==> config.mk <==
export PLATFORM = sky130hd
export DESIGN_NAME = dmem_arbiter_flat
export DESIGN_NICKNAME = d
export VERILOG_FILES = /design/src/rtl/dmem_arbiter_if.sv /design/src/rtl/dmem_arbiter.sv /design/src/flat_wrapper.sv
export SDC_FILE = /design/constraint.sdc
export NUM_CORES = 1
export LEC_CHECK = 0
export BUFFER_PORTS_ARGS = -buffer_cell sky130_fd_sc_hd__buf_4
export CORE_ASPECT_RATIO = 0.75
export CORE_MARGIN = 2
export CORE_UTILIZATION = 33
export DETAILED_ROUTE_END_ITERATION = 16
export PLACE_DENSITY = 0.69
export SYNTH_ARGS = -nofsm -noshare
export SYNTH_HDL_FRONTEND = slang
export SYNTH_SLANG_ARGS = --single-unit
==> constraint.sdc <==
create_clock -name clk -period 4.1 [get_ports clk]
set_clock_uncertainty 0.1 [all_clocks]
set_input_delay 0.41 -clock clk [delete_from_list [all_inputs] [get_ports clk]]
set_output_delay 0.41 -clock clk [all_outputs]
set_load 0.05 [all_outputs]
==> src/rtl/dmem_arbiter_if.sv <==
// Request/response bundle between the two requesters, the arbiter and DataMem.
interface dmem_arbiter_if #(
  parameter int ADDR_W = 32,
  parameter int DATA_W = 32
);
  // port 0: core load/store
  logic              io_p0_valid;
  logic              io_p0_ready;
  logic [ADDR_W-1:0] io_p0_addr;
  logic [DATA_W-1:0] io_p0_wr_data;
  logic [1:0]        io_p0_func;
  logic              io_p0_lock;
  logic              io_p0_resp_valid;
  logic [DATA_W-1:0] io_p0_resp_data;
  logic              io_p0_resp_err;
  // port 1: debug/host loader
  logic              io_p1_valid;
  logic              io_p1_ready;
  logic [ADDR_W-1:0] io_p1_addr;
  logic [DATA_W-1:0] io_p1_wr_data;
  logic [1:0]        io_p1_func;
  logic              io_p1_lock;
  logic              io_p1_resp_valid;
  logic [DATA_W-1:0] io_p1_resp_data;
  logic              io_p1_resp_err;
  // memory side
  logic [ADDR_W-1:0] io_mem_addr;
  logic [DATA_W-1:0] io_mem_wr_data;
  logic [1:0]        io_mem_func;
  logic              io_mem_en;
  logic [DATA_W-1:0] io_mem_rd_data;

  // arbiter view
  modport slave (
    input  io_p0_valid, io_p0_addr, io_p0_wr_data, io_p0_func, io_p0_lock,
    output io_p0_ready, io_p0_resp_valid, io_p0_resp_data, io_p0_resp_err,
    input  io_p1_valid, io_p1_addr, io_p1_wr_data, io_p1_func, io_p1_lock,
    output io_p1_ready, io_p1_resp_valid, io_p1_resp_data, io_p1_resp_err,
    output io_mem_addr, io_mem_wr_data, io_mem_func, io_mem_en,
    input  io_mem_rd_data
  );

  // requester/memory view
  modport master (
    output io_p0_valid, io_p0_addr, io_p0_wr_data, io_p0_func, io_p0_lock,
    input  io_p0_ready, io_p0_resp_valid, io_p0_resp_data, io_p0_resp_err,
    output io_p1_valid, io_p1_addr, io_p1_wr_data, io_p1_func, io_p1_lock,
    input  io_p1_ready, io_p1_resp_valid, io_p1_resp_data, io_p1_resp_err,
    input  io_mem_addr, io_mem_wr_data, io_mem_func, io_mem_en,
    output io_mem_rd_data
  );
endinterface

==> src/rtl/dmem_arbiter.sv <==
// Two-port round-robin arbiter with lock, sharing one single-port DataMem.
// Grant is combinational; responses are registered one cycle after grant.
module dmem_arbiter #(
  parameter int ADDR_W = 32,
  parameter int DATA_W = 32
) (
  input  logic           clk,
  input  logic           reset,
  dmem_arbiter_if.slave  bus
);
  localparam int NP = 2;

  typedef enum logic [1:0] {OPEN, LOCK0, LOCK1} state_e;

  state_e state_q;
  logic   last_grant_q;

  logic [NP-1:0]             valid, lock, gnt, rvld;
  logic [NP-1:0][ADDR_W-1:0] addr;
  logic [NP-1:0][DATA_W-1:0] wdata, rdata;
  logic [NP-1:0][1:0]        func;
  logic [NP-1:0]             rerr;
  logic                      sel, any;

  assign valid = {bus.io_p1_valid,   bus.io_p0_valid};
  assign lock  = {bus.io_p1_lock,    bus.io_p0_lock};
  assign addr  = {bus.io_p1_addr,    bus.io_p0_addr};
  assign wdata = {bus.io_p1_wr_data, bus.io_p0_wr_data};
  assign func  = {bus.io_p1_func,    bus.io_p0_func};

  // Grant: lock owner only; otherwise round-robin on ties. Nothing during reset.
  always_comb begin
    gnt = '0;
    if (reset) begin
      case (state_q)
        LOCK0:   gnt[0] = valid[0];
        LOCK1:   gnt[1] = valid[1];
        default: begin
          if (valid[0] && (!valid[1] || last_grant_q)) gnt[0] = 1'b1;
          else if (valid[1])                           gnt[1] = 1'b1;
        end
      endcase
    end
  end

  assign sel = gnt[1];
  assign any = |gnt;

  assign bus.io_p0_ready = gnt[0];
  assign bus.io_p1_ready = gnt[1];

  // Memory drive: granted port's fields, zeros when idle; illegal func never enables.
  assign bus.io_mem_addr    = any ? addr[sel]  : '0;
  assign bus.io_mem_wr_data = any ? wdata[sel] : '0;
  assign bus.io_mem_func    = any ? func[sel]  : 2'd0;
  assign bus.io_mem_en      = any && !func[sel][1];

  // Ownership FSM and round-robin pointer.
  always_ff @(posedge clk) begin
    if (!reset) begin
      state_q      <= OPEN;
      last_grant_q <= 1'b1;
    end else if (any) begin
      last_grant_q <= sel;
      if (!lock[sel])  state_q <= OPEN;
      else if (sel)    state_q <= LOCK1;
      else             state_q <= LOCK0;
    end
  end

  // Per-port response registers.
  for (genvar p = 0; p < NP; p++) begin : g_resp
    logic              vld_q;
    logic [DATA_W-1:0] data_q;
    logic              err_q;

    // Capture the response at the end of the grant cycle; pulse for one cycle.
    always_ff @(posedge clk) begin
      if (!reset) begin
        vld_q  <= 1'b0;
        data_q <= '0;
        err_q  <= 1'b0;
      end else begin
        vld_q <= gnt[p];
        if (gnt[p]) begin
          data_q <= (func[p] == 2'd0) ? bus.io_mem_rd_data : '0;
          err_q  <= func[p][1];
        end
      end
    end

    assign rvld[p]  = vld_q;
    assign rdata[p] = data_q;
    assign rerr[p]  = err_q;
  end

  assign bus.io_p0_resp_valid = rvld[0];
  assign bus.io_p0_resp_data  = rdata[0];
  assign bus.io_p0_resp_err   = rerr[0];
  assign bus.io_p1_resp_valid = rvld[1];
  assign bus.io_p1_resp_data  = rdata[1];
  assign bus.io_p1_resp_err   = rerr[1];
endmodule
==> src/flat_wrapper.sv <==
// flat-port wrapper written by rule: the top's interface ports become plain ports
module dmem_arbiter_flat 
#(
  parameter int ADDR_W = 32,
  parameter int DATA_W = 32
)
  (clk, reset, bus_io_p0_valid, bus_io_p0_addr, bus_io_p0_wr_data, bus_io_p0_func, bus_io_p0_lock, bus_io_p0_ready, bus_io_p0_resp_valid, bus_io_p0_resp_data, bus_io_p0_resp_err, bus_io_p1_valid, bus_io_p1_addr, bus_io_p1_wr_data, bus_io_p1_func, bus_io_p1_lock, bus_io_p1_ready, bus_io_p1_resp_valid, bus_io_p1_resp_data, bus_io_p1_resp_err, bus_io_mem_addr, bus_io_mem_wr_data, bus_io_mem_func, bus_io_mem_en, bus_io_mem_rd_data);
  dmem_arbiter_if #(.ADDR_W(ADDR_W), .DATA_W(DATA_W)) bus_i ();
  input  logic clk;
  input  logic reset;
  input wire logic [$bits(bus_i.io_p0_valid)-1:0] bus_io_p0_valid;
  input wire logic [$bits(bus_i.io_p0_addr)-1:0] bus_io_p0_addr;
  input wire logic [$bits(bus_i.io_p0_wr_data)-1:0] bus_io_p0_wr_data;
  input wire logic [$bits(bus_i.io_p0_func)-1:0] bus_io_p0_func;
  input wire logic [$bits(bus_i.io_p0_lock)-1:0] bus_io_p0_lock;
  output wire logic [$bits(bus_i.io_p0_ready)-1:0] bus_io_p0_ready;
  output wire logic [$bits(bus_i.io_p0_resp_valid)-1:0] bus_io_p0_resp_valid;
  output wire logic [$bits(bus_i.io_p0_resp_data)-1:0] bus_io_p0_resp_data;
  output wire logic [$bits(bus_i.io_p0_resp_err)-1:0] bus_io_p0_resp_err;
  input wire logic [$bits(bus_i.io_p1_valid)-1:0] bus_io_p1_valid;
  input wire logic [$bits(bus_i.io_p1_addr)-1:0] bus_io_p1_addr;
  input wire logic [$bits(bus_i.io_p1_wr_data)-1:0] bus_io_p1_wr_data;
  input wire logic [$bits(bus_i.io_p1_func)-1:0] bus_io_p1_func;
  input wire logic [$bits(bus_i.io_p1_lock)-1:0] bus_io_p1_lock;
  output wire logic [$bits(bus_i.io_p1_ready)-1:0] bus_io_p1_ready;
  output wire logic [$bits(bus_i.io_p1_resp_valid)-1:0] bus_io_p1_resp_valid;
  output wire logic [$bits(bus_i.io_p1_resp_data)-1:0] bus_io_p1_resp_data;
  output wire logic [$bits(bus_i.io_p1_resp_err)-1:0] bus_io_p1_resp_err;
  output wire logic [$bits(bus_i.io_mem_addr)-1:0] bus_io_mem_addr;
  output wire logic [$bits(bus_i.io_mem_wr_data)-1:0] bus_io_mem_wr_data;
  output wire logic [$bits(bus_i.io_mem_func)-1:0] bus_io_mem_func;
  output wire logic [$bits(bus_i.io_mem_en)-1:0] bus_io_mem_en;
  input wire logic [$bits(bus_i.io_mem_rd_data)-1:0] bus_io_mem_rd_data;
  assign bus_i.io_p0_valid = bus_io_p0_valid;
  assign bus_i.io_p0_addr = bus_io_p0_addr;
  assign bus_i.io_p0_wr_data = bus_io_p0_wr_data;
  assign bus_i.io_p0_func = bus_io_p0_func;
  assign bus_i.io_p0_lock = bus_io_p0_lock;
  assign bus_io_p0_ready = bus_i.io_p0_ready;
  assign bus_io_p0_resp_valid = bus_i.io_p0_resp_valid;
  assign bus_io_p0_resp_data = bus_i.io_p0_resp_data;
  assign bus_io_p0_resp_err = bus_i.io_p0_resp_err;
  assign bus_i.io_p1_valid = bus_io_p1_valid;
  assign bus_i.io_p1_addr = bus_io_p1_addr;
  assign bus_i.io_p1_wr_data = bus_io_p1_wr_data;
  assign bus_i.io_p1_func = bus_io_p1_func;
  assign bus_i.io_p1_lock = bus_io_p1_lock;
  assign bus_io_p1_ready = bus_i.io_p1_ready;
  assign bus_io_p1_resp_valid = bus_i.io_p1_resp_valid;
  assign bus_io_p1_resp_data = bus_i.io_p1_resp_data;
  assign bus_io_p1_resp_err = bus_i.io_p1_resp_err;
  assign bus_io_mem_addr = bus_i.io_mem_addr;
  assign bus_io_mem_wr_data = bus_i.io_mem_wr_data;
  assign bus_io_mem_func = bus_i.io_mem_func;
  assign bus_io_mem_en = bus_i.io_mem_en;
  assign bus_i.io_mem_rd_data = bus_io_mem_rd_data;
  dmem_arbiter #(.ADDR_W(ADDR_W), .DATA_W(DATA_W)) u_core (.clk(clk), .reset(reset), .bus(bus_i));
endmodule
==> impl_metrics.py <==
metrics = {
    "outcome": {
        "status": "finished, final reports clean",
    },
    "clocking": {
        "cts_hold_buffers": 0,
        "ctsLongestPathBuffers": 2,
        "clockRootBuffer": "clkbuf_16",
        "cts.sinks": 71,
        "post_cts_buffers": 0,
        "clkLatencyLatePin_ns": 0.33,
        "cts_buffers": 9,
        "cts_tree": "done",
        "cts_max_level": 3,
        "path_clk_slew_ns": 0.05,
        "cts-resized-gates": 0,
    },
    "drt": {
        "first_iter_violations": 332,
        "wl_um": 18200,
        "vias": 5473,
        "viasPerCell": 5.53,
        "drc": 0,
        "drt_pass1_iterations": 4,
        "wl_per_cell_um": 18.4,
        "drtAntennaViolNets": 0,
    },
    "sta": {
        "setup_tns_ns": 0,
        "setup_viol": 0,
        "drv_slew": 0,
        "rsz0062_at_grt": "false",
        "worst_pin_slew_ns": 1.04,
        "period_share": 0.828,
        "final_hold_viol_count": 0,
        "max_freq_ghz": 0.294,
        "relSlewSlack": 0.305,
        "fin_crit_ns": 3.40,
    },
    "synth": {
        "synth_fa_ha_area_frac": 0.00623,
        "post_synth_num_cell_types": 29,
        "ys_ff_latch": 71,
        "syn_inst": 569,
        "synth.area.top_cells": "dfxtp_1 (35%), nand3_1 (17%), o21ai_0 (13%), nand4_1 (10%), a21oi_1 (4.2%)",
        "syn_nets": 741,
        "syn_area_per_cell_um2": 7.05,
        "synth_common_cells": "nand3_1 (136), o21ai_0 (107), dfxtp_1 (71)",
        "yosysSeqAreaShare": 0.354,
        "synth_ff_type": "dfxtp_1",
        "synth_enable_flop_cells": 0,
        "synth_xor_area_frac": 0,
        "yosys_warnings": 0,
        "syn-cell-area_um2": 4010,
        "synth_compound_area_frac": 0.222,
        "synth_top_area_share": 0.354,
        "muxShareOfSynthArea": 0.00249,
        "synth_largest_area_cell": "dfxtp_1",
        "synthSimpleGateAreaFrac": 0.315,
        "synthArstFlopShare": 0,
        "synth_top_family_by_area": "simple AND/OR/NAND/NOR gates",
        "yosysMostFrequentCell": "nand3_1",
    },
    "place": {
        "dp_hpwl_um": 12900,
        "portBuffers": 306,
        "place.gp.congestion": 0.987,
        "dp.cells": 973,
    },
    "global_routing": {
        "grt_pass1_vias": 5157,
        "track_usage": 0.265,
        "grt_overflow": 0,
        "antenna_found_initial": 1,
        "grt_max_degree": 102,
        "grt_pass1_wl_um": 28000,
    },
    "floorplan": {
        "core_area_um2": 11700,
        "die_h_um": 99.5,
        "die_w_um": 131,
        "start_util": 0.342,
        "row_count": 34,
        "ios": 307,
        "dieArea_um2": 13100,
    },
    "setup_path": {
        "cp_cell_sequence": "inv_1 > ha_1 > nand3_4 > and2_4 > o21ai_0 > buf_4",
        "critPathLaunch": "u_core.state_q[0]",
        "cp_slowest_stage_delay_ns": 0.74,
        "crit_type": "flop to output pin",
        "startpoint_type": "flop",
        "r2r_start": "u_core.state_q[0]",
        "cp.required_ns": 3.59,
        "cp-endpoint": "bus_io_mem_wr_data[0]",
        "crit_slowest_cell": "and2_4",
        "arrival_ns": 2.89,
        "r2r-end": "u_core.bus.io_p1_resp_data[11]",
        "rr_worst_depth": 6,
        "end_kind": "output pin",
        "rrSetupSlack_ns": 1.32,
        "cp_max_fo": 80,
    },
    "layout": {
        "drive_gt1_frac": 0.412,
        "fin_cells": 989,
        "areaGrowthSynthToFinish_pct": 63.0,
        "finalNetCount": 994,
    },
    "run": {
        "cap_viol_max_count": 0,
    },
    "worst_hold_path": {
        "hp-class": "primary input to flop",
    },
    "pwr": {
        "ir_drop_mv": 0.191,
        "p_leak_nw": 2.80,
        "power.density_nw_per_um2": 376,
    },
}
## worst min-delay path by stage
stage,from,endpoint,slack (ns),depth (start not counted)
2_1_floorplan,u_core.last_grant_q,u_core.last_grant_q,0.34,2
3_3_place_gp,u_core.bus.io_p1_resp_data[7],u_core.bus.io_p1_resp_data[7],0.34,2
3_5_place_dp,u_core.bus.io_p1_resp_data[0],u_core.bus.io_p1_resp_data[0],0.35,2
4_1_cts,bus_io_p1_lock,u_core.state_q[1],0.21,3
5_1_grt,bus_io_p1_lock,u_core.state_q[1],0.23,3
6_report,bus_io_p1_lock,u_core.state_q[1],0.21,3
## area by class of cell
cell class,instances,area [um^2]
Inverter,3,11.3
Timing Repair Buffer,318,2390
Tap cell,162,203
Clock buffer,12,256
Antenna cell,1,2.50
Sequential cell,71,1420
Clock inverter,3,42.5
Multi-Input combinational cell,419,2220
Fill cell,1148,5200
## layer usage
layer | vias up | track usage | wire [um]
li1 | 2597 | - | -
met1 | 2584 | 0.334 | 7590
met3 | 29 | 0.0698 | 1380
met2 | 263 | 0.446 | 8870
met4 | 0 | 0.0861 | 413
met5 | - | 0 | 0
## placed cells by master, fill, tap and decap left out, types with 2 or more instances in the layout
cell and instances:
buf_4 318, nand3_1 135, o21ai_0 107, nand2_1 34
dfxtp_1 71, nand4_1 64, nand3b_1 2, o21ai_1 25
ha_1 2, inv_1 2, clkbuf_8 2, clkbuf_16 9
a21oi_1 34, nor3_1 2, nor2_2 2
## stage by stage
step	setup slack [ns]	hold slack (ns)	utilization	power (W)	area [um^2]
2_1_floorplan	1.01	0.339	-	0.00135	4010
3_3_place_gp	1.15	0.340	0.531	0.00168	6240
3_5_place_dp	1.10	0.350	0.531	0.00169	6240
4_1_cts	0.734	0.206	0.557	0.00247	6540
5_1_grt	0.520	0.232	0.557	0.00255	6540
6_report	0.704	0.215	0.557	0.00246	6540
## sequential cells by signal (all words and copies together) (netlist names)
register,count
u_core.bus.io_p0_resp_data,32
u_core.bus.io_p0_resp_err,1
u_core.bus.io_p0_resp_valid,1
u_core.bus.io_p1_resp_data,32
u_core.bus.io_p1_resp_err,1
u_core.bus.io_p1_resp_valid,1
u_core.last_grant_q,1
u_core.state_q,2
## kinds of logic after synthesis
kind of cell,after synthesis
multiplexers,1
AND/OR/NAND/NOR,243
buffers and inverters,79
adder cells (fa/ha/maj),2
flip-flops,71
AO/OA/AOI/OAI,173
## worst max-delay path, delay by kind of cell, from the launching register on
family | cells | cell delay, ns
AND/OR/NAND/NOR | 2 | 1.17
adder cells (fa/ha/maj) | 1 | 0.41
flip-flops | 1 | 0.36
buffers and inverters | 2 | 0.31
AO/OA/AOI/OAI | 1 | 0.28
## report_power, final
part | total (W) | switching, W | internal, W | leakage [nW]
Clock | 0.000781 | 0.000281 | 0.000500 | 0.145
Sequential | 0.000734 | 0.0000163 | 0.000718 | 0.576
Combinational | 0.000946 | 0.000652 | 0.000294 | 2.08
(Power assumes the default switching activity.)
